File: src/rtl/prewish5k_pkg.sv
// Shared constants for the prewish5k blinky controller.
package prewish5k_pkg;
    localparam logic [4:0] POR_CYCLES      = 5'd16;
    localparam logic [4:0] DEBOUNCE_CYCLES = 5'd16;
    localparam int         LOCKOUT_SHIFT   = 3;
    localparam int         MASK_W          = 8;
    localparam int         IDX_W           = $clog2(MASK_W);
endpackage

File: src/rtl/SB_GB.sv
// Passthrough simulation model of the iCE40 SB_GB global buffer.
module SB_GB (
    input  logic USER_SIGNAL_TO_GLOBAL_BUFFER,
    output logic GLOBAL_BUFFER_OUTPUT
);
    assign GLOBAL_BUFFER_OUTPUT = USER_SIGNAL_TO_GLOBAL_BUFFER;
endmodule

File: src/rtl/SB_IO.sv
// Passthrough simulation model of the iCE40 SB_IO cell (input path only).
module SB_IO #(
    parameter logic [5:0] PIN_TYPE = 6'b000000,
    parameter logic       PULLUP   = 1'b0
) (
    input  logic PACKAGE_PIN,
    output logic D_IN_0
);
    logic unused_cfg;

    assign unused_cfg = ^{PIN_TYPE, PULLUP};
    assign D_IN_0     = PACKAGE_PIN;
endmodule

File: src/rtl/prewish5k_blinky.sv
// Mask register and 8-step pattern sequencer driving the registered LED.
module prewish5k_blinky
    import prewish5k_pkg::*;
#(
    parameter int BLINKY_MASK_CLK_BITS = 19
) (
    input  logic              clk_sys,
    input  logic              rst,
    input  logic              load,
    input  logic [MASK_W-1:0] data,
    output logic              run,
    output logic              the_led
);
    logic [MASK_W-1:0]               mask;
    logic [IDX_W-1:0]                step_idx;
    logic [BLINKY_MASK_CLK_BITS-1:0] step_cnt;

    always_ff @(posedge clk_sys or posedge rst) begin
        if (rst) begin
            mask     <= '0;
            run      <= 1'b0;
            step_idx <= '1;
            step_cnt <= '0;
        end else if (load) begin
            mask     <= data;
            run      <= 1'b1;
            step_idx <= '1;
            step_cnt <= '0;
        end else if (run) begin
            step_cnt <= step_cnt + BLINKY_MASK_CLK_BITS'(1);
            if (step_cnt == '1)
                step_idx <= step_idx - IDX_W'(1);
        end
    end

    always_ff @(posedge clk_sys or posedge rst) begin
        if (rst)
            the_led <= 1'b0;
        else
            the_led <= run & mask[step_idx];
    end
endmodule

File: src/rtl/prewish5k_debounce.sv
// Button synchronizer, stable-count debouncer and post-accept re-arm lockout.
module prewish5k_debounce
    import prewish5k_pkg::*;
#(
    parameter int LOCKOUT_W = 23
) (
    input  logic clk_sys,
    input  logic rst,
    input  logic btn_n,
    output logic pressed,
    output logic accept,
    output logic lockout_active
);
    logic                 sync1_n;
    logic                 sync2_n;
    logic [4:0]           stable_cnt;
    logic                 pressed_q;
    logic [LOCKOUT_W-1:0] lockout_cnt;

    assign pressed        = (stable_cnt == DEBOUNCE_CYCLES);
    assign lockout_active = (lockout_cnt != '0);
    // Only the first cycle at full count can accept, so a press that lands in
    // lockout is dropped rather than held pending.
    assign accept         = pressed & ~pressed_q & ~lockout_active;

    always_ff @(posedge clk_sys or posedge rst) begin
        if (rst) begin
            sync1_n     <= 1'b1;
            sync2_n     <= 1'b1;
            stable_cnt  <= '0;
            pressed_q   <= 1'b0;
            lockout_cnt <= '0;
        end else begin
            sync1_n   <= btn_n;
            sync2_n   <= sync1_n;
            pressed_q <= pressed;
            if (sync2_n)
                stable_cnt <= '0;
            else if (stable_cnt != DEBOUNCE_CYCLES)
                stable_cnt <= stable_cnt + 5'd1;
            if (accept)
                lockout_cnt <= '1;
            else if (lockout_active)
                lockout_cnt <= lockout_cnt - LOCKOUT_W'(1);
        end
    end
endmodule

File: src/rtl/prewish5k_controller.sv
// Board-level controller: power-on reset, button input cell, debouncer and
// pattern sequencer.
module prewish5k_controller
    import prewish5k_pkg::*;
#(
    parameter int NEWMASK_CLK_BITS     = 26,
    parameter int BLINKY_MASK_CLK_BITS = 19
) (
    input  logic i_clk,
    output logic RST_O,
    input  logic the_button,
    input  logic i_bit7,
    input  logic i_bit6,
    input  logic i_bit5,
    input  logic i_bit4,
    input  logic i_bit3,
    input  logic i_bit2,
    input  logic i_bit1,
    input  logic i_bit0,
    output logic the_led,
    output logic o_led0,
    output logic o_led1,
    output logic o_led2,
    output logic o_led3
);
    // Relies on the FPGA configuration-time init; this counter has no reset.
    logic [4:0]        por_cnt = 5'd0;
    logic              por_rst;
    logic              rst;
    logic              btn_pin;
    logic              accept;
    logic              run;
    logic              pressed;
    logic              lockout_active;
    logic [MASK_W-1:0] dip_mask;

    always_ff @(posedge i_clk) begin
        if (por_cnt < POR_CYCLES)
            por_cnt <= por_cnt + 5'd1;
    end

    assign por_rst = (por_cnt < POR_CYCLES);

    SB_GB u_rst_gb (
        .USER_SIGNAL_TO_GLOBAL_BUFFER(por_rst),
        .GLOBAL_BUFFER_OUTPUT        (rst)
    );

    SB_IO #(
        .PIN_TYPE(6'b000001),
        .PULLUP  (1'b1)
    ) u_btn_io (
        .PACKAGE_PIN(the_button),
        .D_IN_0     (btn_pin)
    );

    assign dip_mask = ~{i_bit7, i_bit6, i_bit5, i_bit4, i_bit3, i_bit2, i_bit1, i_bit0};

    prewish5k_debounce #(
        .LOCKOUT_W(NEWMASK_CLK_BITS - LOCKOUT_SHIFT)
    ) u_debounce (
        .clk_sys       (i_clk),
        .rst           (rst),
        .btn_n         (btn_pin),
        .pressed       (pressed),
        .accept        (accept),
        .lockout_active(lockout_active)
    );

    prewish5k_blinky #(
        .BLINKY_MASK_CLK_BITS(BLINKY_MASK_CLK_BITS)
    ) u_blinky (
        .clk_sys(i_clk),
        .rst    (rst),
        .load   (accept),
        .data   (dip_mask),
        .run    (run),
        .the_led(the_led)
    );

    assign RST_O  = rst;
    assign o_led0 = run;
    assign o_led1 = pressed;
    assign o_led2 = lockout_active;
    assign o_led3 = rst;
endmodule

File: config.mk
export PLATFORM = sky130hd
export DESIGN_NAME = prewish5k_controller
export DESIGN_NICKNAME = d
export VERILOG_FILES = /design/src/rtl/prewish5k_pkg.sv /design/src/rtl/SB_GB.sv /design/src/rtl/SB_IO.sv /design/src/rtl/prewish5k_blinky.sv /design/src/rtl/prewish5k_debounce.sv /design/src/rtl/prewish5k_controller.sv
export SDC_FILE = /design/constraint.sdc
export NUM_CORES = 1
export LEC_CHECK = 0
export CORE_ASPECT_RATIO = 0.6
export CORE_MARGIN = 1.5
export CORE_UTILIZATION = 62
export CTS_BUF_LIST = sky130_fd_sc_hd__clkbuf_2
export CTS_CLUSTER_DIAMETER = 60
export CTS_CLUSTER_SIZE = 40
export DETAILED_ROUTE_END_ITERATION = 10
export PLACE_DENSITY = 0.82
export SYNTH_ARGS = -nofsm -noshare
export SYNTH_HDL_FRONTEND = slang
export SYNTH_SLANG_ARGS = --single-unit
File: constraint.sdc
create_clock -name i_clk -period 2.9 [get_ports i_clk]
set_input_delay 0.29 -clock i_clk [delete_from_list [all_inputs] [get_ports i_clk]]
set_output_delay 0.29 -clock i_clk [all_outputs]
set_load 0.02 [all_outputs]
Word level (Yosys, flattened, before mapping)
Index checks and enable logic that the tools add are counted.
- $add $sub $neg: 5
- bitwise logic cells: 6
- muxes and demuxes: 11
- eq/ne operators: 3
- reduce and logical (&&, ||, !) cells: 6
- magnitude comparators: 2
- operators with widths (kind ; number):
    $mux W23 ; 2
    $mux W19 ; 2
    $reduce_bool A23 Y1 ; 1
    $sub A23 B1 Y23 const B ; 1
    $add A19 B1 Y19 const B ; 1
    $eq A19 B19 Y1 const B ; 1
    $add A5 B1 Y5 const B ; 2
    $mux W5 ; 2
    $mux W3 ; 3
    $not A8 Y8 ; 1
    $reduce_bool A2 Y1 ; 4
    $eq A5 B5 Y1 const B ; 1
    $lt A5 B5 Y1 const B ; 1
    $ne A5 B5 Y1 const B ; 1
    $lt A3 B4 Y1 const B ; 1
    $and A1 B1 Y1 ; 3
    $bmux W1 S3 ; 1
    $sub A3 B1 Y3 const B ; 1
    $not A1 Y1 ; 2
    $reduce_and A2 Y1 ; 1
    $mux W1 ; 1
- input port bits: 10
- flip-flop bits (word level): 68
- output and inout port bits: 6
- word-level logic and storage cells: 44

Depth between registers and ports, before layout
- depth in word-level cells: 5
- gate-level depth with buffers: 9
- mapped depth without buffers: 6

By module
Synthesis repeated with hierarchy kept, for this count alone.
- cell total of the unflattened synthesis: 320
- area, all modules: 3383.2 um^2
- by module, submodules not included (module ; cells each ; seq. area each (um^2) ; area each (um^2) ; instances):
    prewish5k_debounce ; 154 ; 778.2 ; 1562.7 ; 1
    prewish5k_blinky ; 142 ; 804.5 ; 1561.5 ; 1
    prewish5k_controller ; 22 ; 150.1 ; 244.0 ; 1
    SB_GB ; 1 ; 0.0 ; 7.5 ; 1
    SB_IO ; 1 ; 0.0 ; 7.5 ; 1

Worst setup path before layout
No wires, ideal clock.
- path kind: reg-to-output
- from: reg por_cnt[4]
- to: out o_led3
- data required time: 2.610 ns
- arrival time: 2.671 ns
- buffers on the path: 1
- stages on the path, launching flop included: 3
- slack: -0.061 ns
- cells stage by stage: edfxtp_1 -> inv_1 -> buf_4
- longest elaborated chain between the ends: 1
- RTL lines (element ; RTL line ; RTL):
    start, declared ; prewish5k_controller.sv:27 ; logic [4:0] por_cnt = 5'd0;
    start signal, assigned ; prewish5k_controller.sv:39 ; por_cnt <= por_cnt + 5'd1;
    $lt A5 B5 Y1 ; prewish5k_controller.sv:42 ; assign por_rst = (por_cnt < POR_CYCLES);
    end, declared ; prewish5k_controller.sv:24 ; output logic o_led3
No other way between the ends.

Final worst setup path
- from: reg u_debounce.stable_cnt[0]
- to: out o_led1
- longest elaborated chain between the ends: 1
- RTL lines (element ; RTL line ; RTL):
    start, declared ; prewish5k_debounce.sv:16 ; logic [4:0] stable_cnt;
    start signal, assigned ; prewish5k_debounce.sv:40 ; stable_cnt <= stable_cnt + 5'd1;
    $eq A5 B5 Y1 ; prewish5k_debounce.sv:20 ; assign pressed = (stable_cnt == DEBOUNCE_CYCLES);
    end, declared ; prewish5k_controller.sv:22 ; output logic o_led1,
No other way between the ends.

==> metrics.md <==
| Metric | Value |
|---|---|
| Outcome | `complete, no violations` |
| WL/cell | `16.4 µm` |
| PortBufs | `15` |
| Synth warnings | `0` |
| Area grow syn2layout | `10.2%` |
| CTS Sinks | `68` |
| Cells after Synth | `329` |
| H-Tree Depth | `3` |
| Crit end category | `primary output` |
| Slew margin rel. | `0.474` |
| Tot GR Track Use | `0.267` |
| CP Class | `reg -> out` |
| Final HPWL DP | `4730 µm` |
| WP data required | `2.61 ns` |
| Hold WC Path Type | `in -> reg` |
| Via Count | `2670` |
| Ports | `16` |
| Global-route wire length before repair | `12000 µm` |
| WP data arrival | `2.24 ns` |
| Leakage | `1.58 nW` |
| DRT Wirelength | `6870 µm` |
| Worst VDD drop | `0.293 mV` |
| Antenna diode count | `0` |
| Total gr overflow | `0` |
| Largest net degree at the start of global routing | `65` |
| Post CTS Setup Buffer Count | `0` |
| Fill cells | `394` |
| Clock transition at path regs | `0.17 ns` |
| Final setup vio count | `0` |
| Unrepaired setup endpoints after global routing | `no` |
| Top FF cell, synth | `dfrtp_1` |
| Worst setup SP type | `flop` |
| Core ar. | `5150 µm²` |
| Synth Cell Area | `3370 µm²` |
| Ys async rst share | `0.926` |
| Die W | `98.1 µm` |
| Final period util | `0.872` |
| PD cells | `490 nW/µm²` |
| ANT nets after route | `0` |
| CTS Root Buffer Type | `clkbuf_2` |
| CTS tree | `done` |
| Clk Latency, worst-skew pair | `0.51 ns` |
| Sequential element share of the synthesized area | `0.515` |
| Max-Cap Viols | `0` |
| Crit Path Max Fanout | `7` |
| Post-synth EDFFs | `5` |
| Power, Total | `1.82 mW` |
| Syn_nets | `345` |
| 1st-pass router iterations | `5` |
| Maximum clock rate | `395 MHz` |
| #FFs+latches synth | `68` |
| Drt drc | `0` |
| Total die area | `5890 µm²` |
| Gpl congestion | `0.869` |
| Syn Area/Cell | `10.2 µm²` |
| Number of buffers created by CTS | `9` |
| Sequential Area | `1730 µm²` |
| Library cells used by synthesis | `43` |
| Non-filler cells in the finished layout | `419` |
| Starting density of the core | `0.653` |
| Cells after DPL | `403` |
| Hold Vio Cnt, Final | `0` |
| Nets | `364` |
| Fin. max-slew vios | `0` |
| Min cycle time layout | `2.53 ns` |
| Drt via density | `6.37` |
| Worst-Margin Slew | `0.789 ns` |
| Share of cells above drive strength 1 | `0.127` |
| Die height | `60.1 µm` |
| Initial antenna violation count | `0` |
| Vias in the first global route | `2492` |
| Max Clock Skew | `0.0318 ns` |
| CTS max path bufs | `2` |
| Drt initial violations | `350` |
| Site Rows | `20` |
| Multi-input logic area | `1540 µm²` |
## final cells by class
class | instances | area share
Clock inverter | 4 | 0.00472
Clock buffer | 12 | 0.0162
Timing Repair Buffer | 26 | 0.0634
Inverter | 10 | 0.0101
Sequential cell | 68 | 0.467
Tap cell | 66 | 0.0223
Multi-Input combinational cell | 233 | 0.416
## power by group
| part | switching, mW | internal [mW] |
|---|---|---|
| Sequential | 0.122 | 1.04 |
| Combinational | 0.102 | 0.111 |
| Clock | 0.321 | 0.116 |
| Total | 0.545 | 1.27 |
## routing by layer
metal	up-vias	global-route usage	share of wire
met5	-	0	0
met3	6	0.0877	0.086
li1	1255	-	-
met4	0	0.0490	0.0050
met2	121	0.385	0.42
met1	1288	0.398	0.49
## metrics by stage
stage                     instance area (µm²)  worst slack (ns)  setup TNS, ns   util  hold slack, ns
final                                    3710             0.371              0  0.719           0.173
after detailed placement                 3610             0.557              0  0.700           0.354
after floorplan                          3370           -0.0483        -0.0483      -           0.294
after CTS                                3700             0.115              0  0.718           0.135
after global placement                   3610             0.613              0  0.700           0.347
after global routing                     3710             0.169              0  0.719           0.104
## registers in the layout, indices dropped and copies added (netlist names), 3 cells and up
| signal | cells |
|---|---|
| u_debounce.lockout_cnt | 23 |
| u_blinky.step_cnt | 19 |
| u_blinky.mask | 8 |
| por_cnt | 5 |
| u_debounce.stable_cnt | 5 |
| u_blinky.step_idx | 3 |
## synth_stat cells (all sizes together), types with 4 or more instances
master / n / area, µm²
or2: 4 / 25.0
nand3: 18 / 90.1
o31ai: 13 / 97.6
nor4: 8 / 50.1
dfstp: 5 / 131
buf: 4 / 22.5
nor3: 15 / 75.1
nand2: 16 / 60.1
xnor2: 13 / 114
nand2b: 4 / 25.0
a211oi: 11 / 82.6
a21oi: 13 / 65.1
edfxtp: 5 / 150
dfrtp: 58 / 1450
o21ai: 17 / 85.1
and3: 5 / 31.3
and4: 4 / 35.0
nor2: 25 / 93.8
nand4: 6 / 37.5
inv: 10 / 37.5
clkbuf: 14 / 52.6
or3: 10 / 63.8
or4: 12 / 97.6
xor2: 9 / 78.8
ha: 6 / 75.1
mux2i: 5 / 50.1
## cell usage in the layout (no fill, tap or decap), types with 6 or more instances in the layout
master / instances
a211oi_1: 11
a21oi_1: 13
buf_4: 11
clkbuf_2: 12
clkdlybuf4s50_1: 14
dfrtp_1: 58
ha_1: 6
inv_1: 10
nand2_1: 16
nand3_1: 18
nand4_1: 6
nor2_1: 25
nor3_1: 14
nor4_1: 6
o21ai_0: 17
o31ai_1: 13
or3_1: 9
or4_1: 10
xnor2_1: 13
xor2_1: 9
## kinds of logic after synthesis
logic type,Yosys count,share of synthesized area
simple gates,132,0.215
flops,68,0.515
compound gates,65,0.126
buf+inv,28,0.0335
xor+xnor,22,0.0573
mux,8,0.0316
fa+ha+maj,6,0.0223
## critical path, cell delays in order (launching register included)
cell and delay (ns):
dfrtp_1 0.43, inv_1 0.10, ha_1 0.14, nor4bb_1 0.25, buf_4 0.22, clkdlybuf4s50_1 0.61
## worst paths after layout
path / slack [ns] / to / cells after the start / from
max: 0.37 / o_led1 / 5 / u_debounce.stable_cnt[0]
min: 0.17 / u_debounce.sync1_n / 1 / the_button
max reg2reg: 0.51 / u_debounce.lockout_cnt[15] / 4 / u_debounce.lockout_cnt[6]
min reg2reg: 0.37 / u_debounce.sync2_n / 0 / u_debounce.sync1_n
max in group asynchronous: 1.90 / u_blinky.step_cnt[10] / 1 / por_cnt[4]
min in group asynchronous: 0.45 / u_debounce.lockout_cnt[18] / 1 / por_cnt[4]
## what timing repair did
| action | in CTS | in global routing |
|---|---|---|
| endpoints found under the setup margin | 1 | 1 |
| resized for setup | 2 | 2 |
| hold buffers | 0 | 0 |
(Power assumes the default switching activity.)
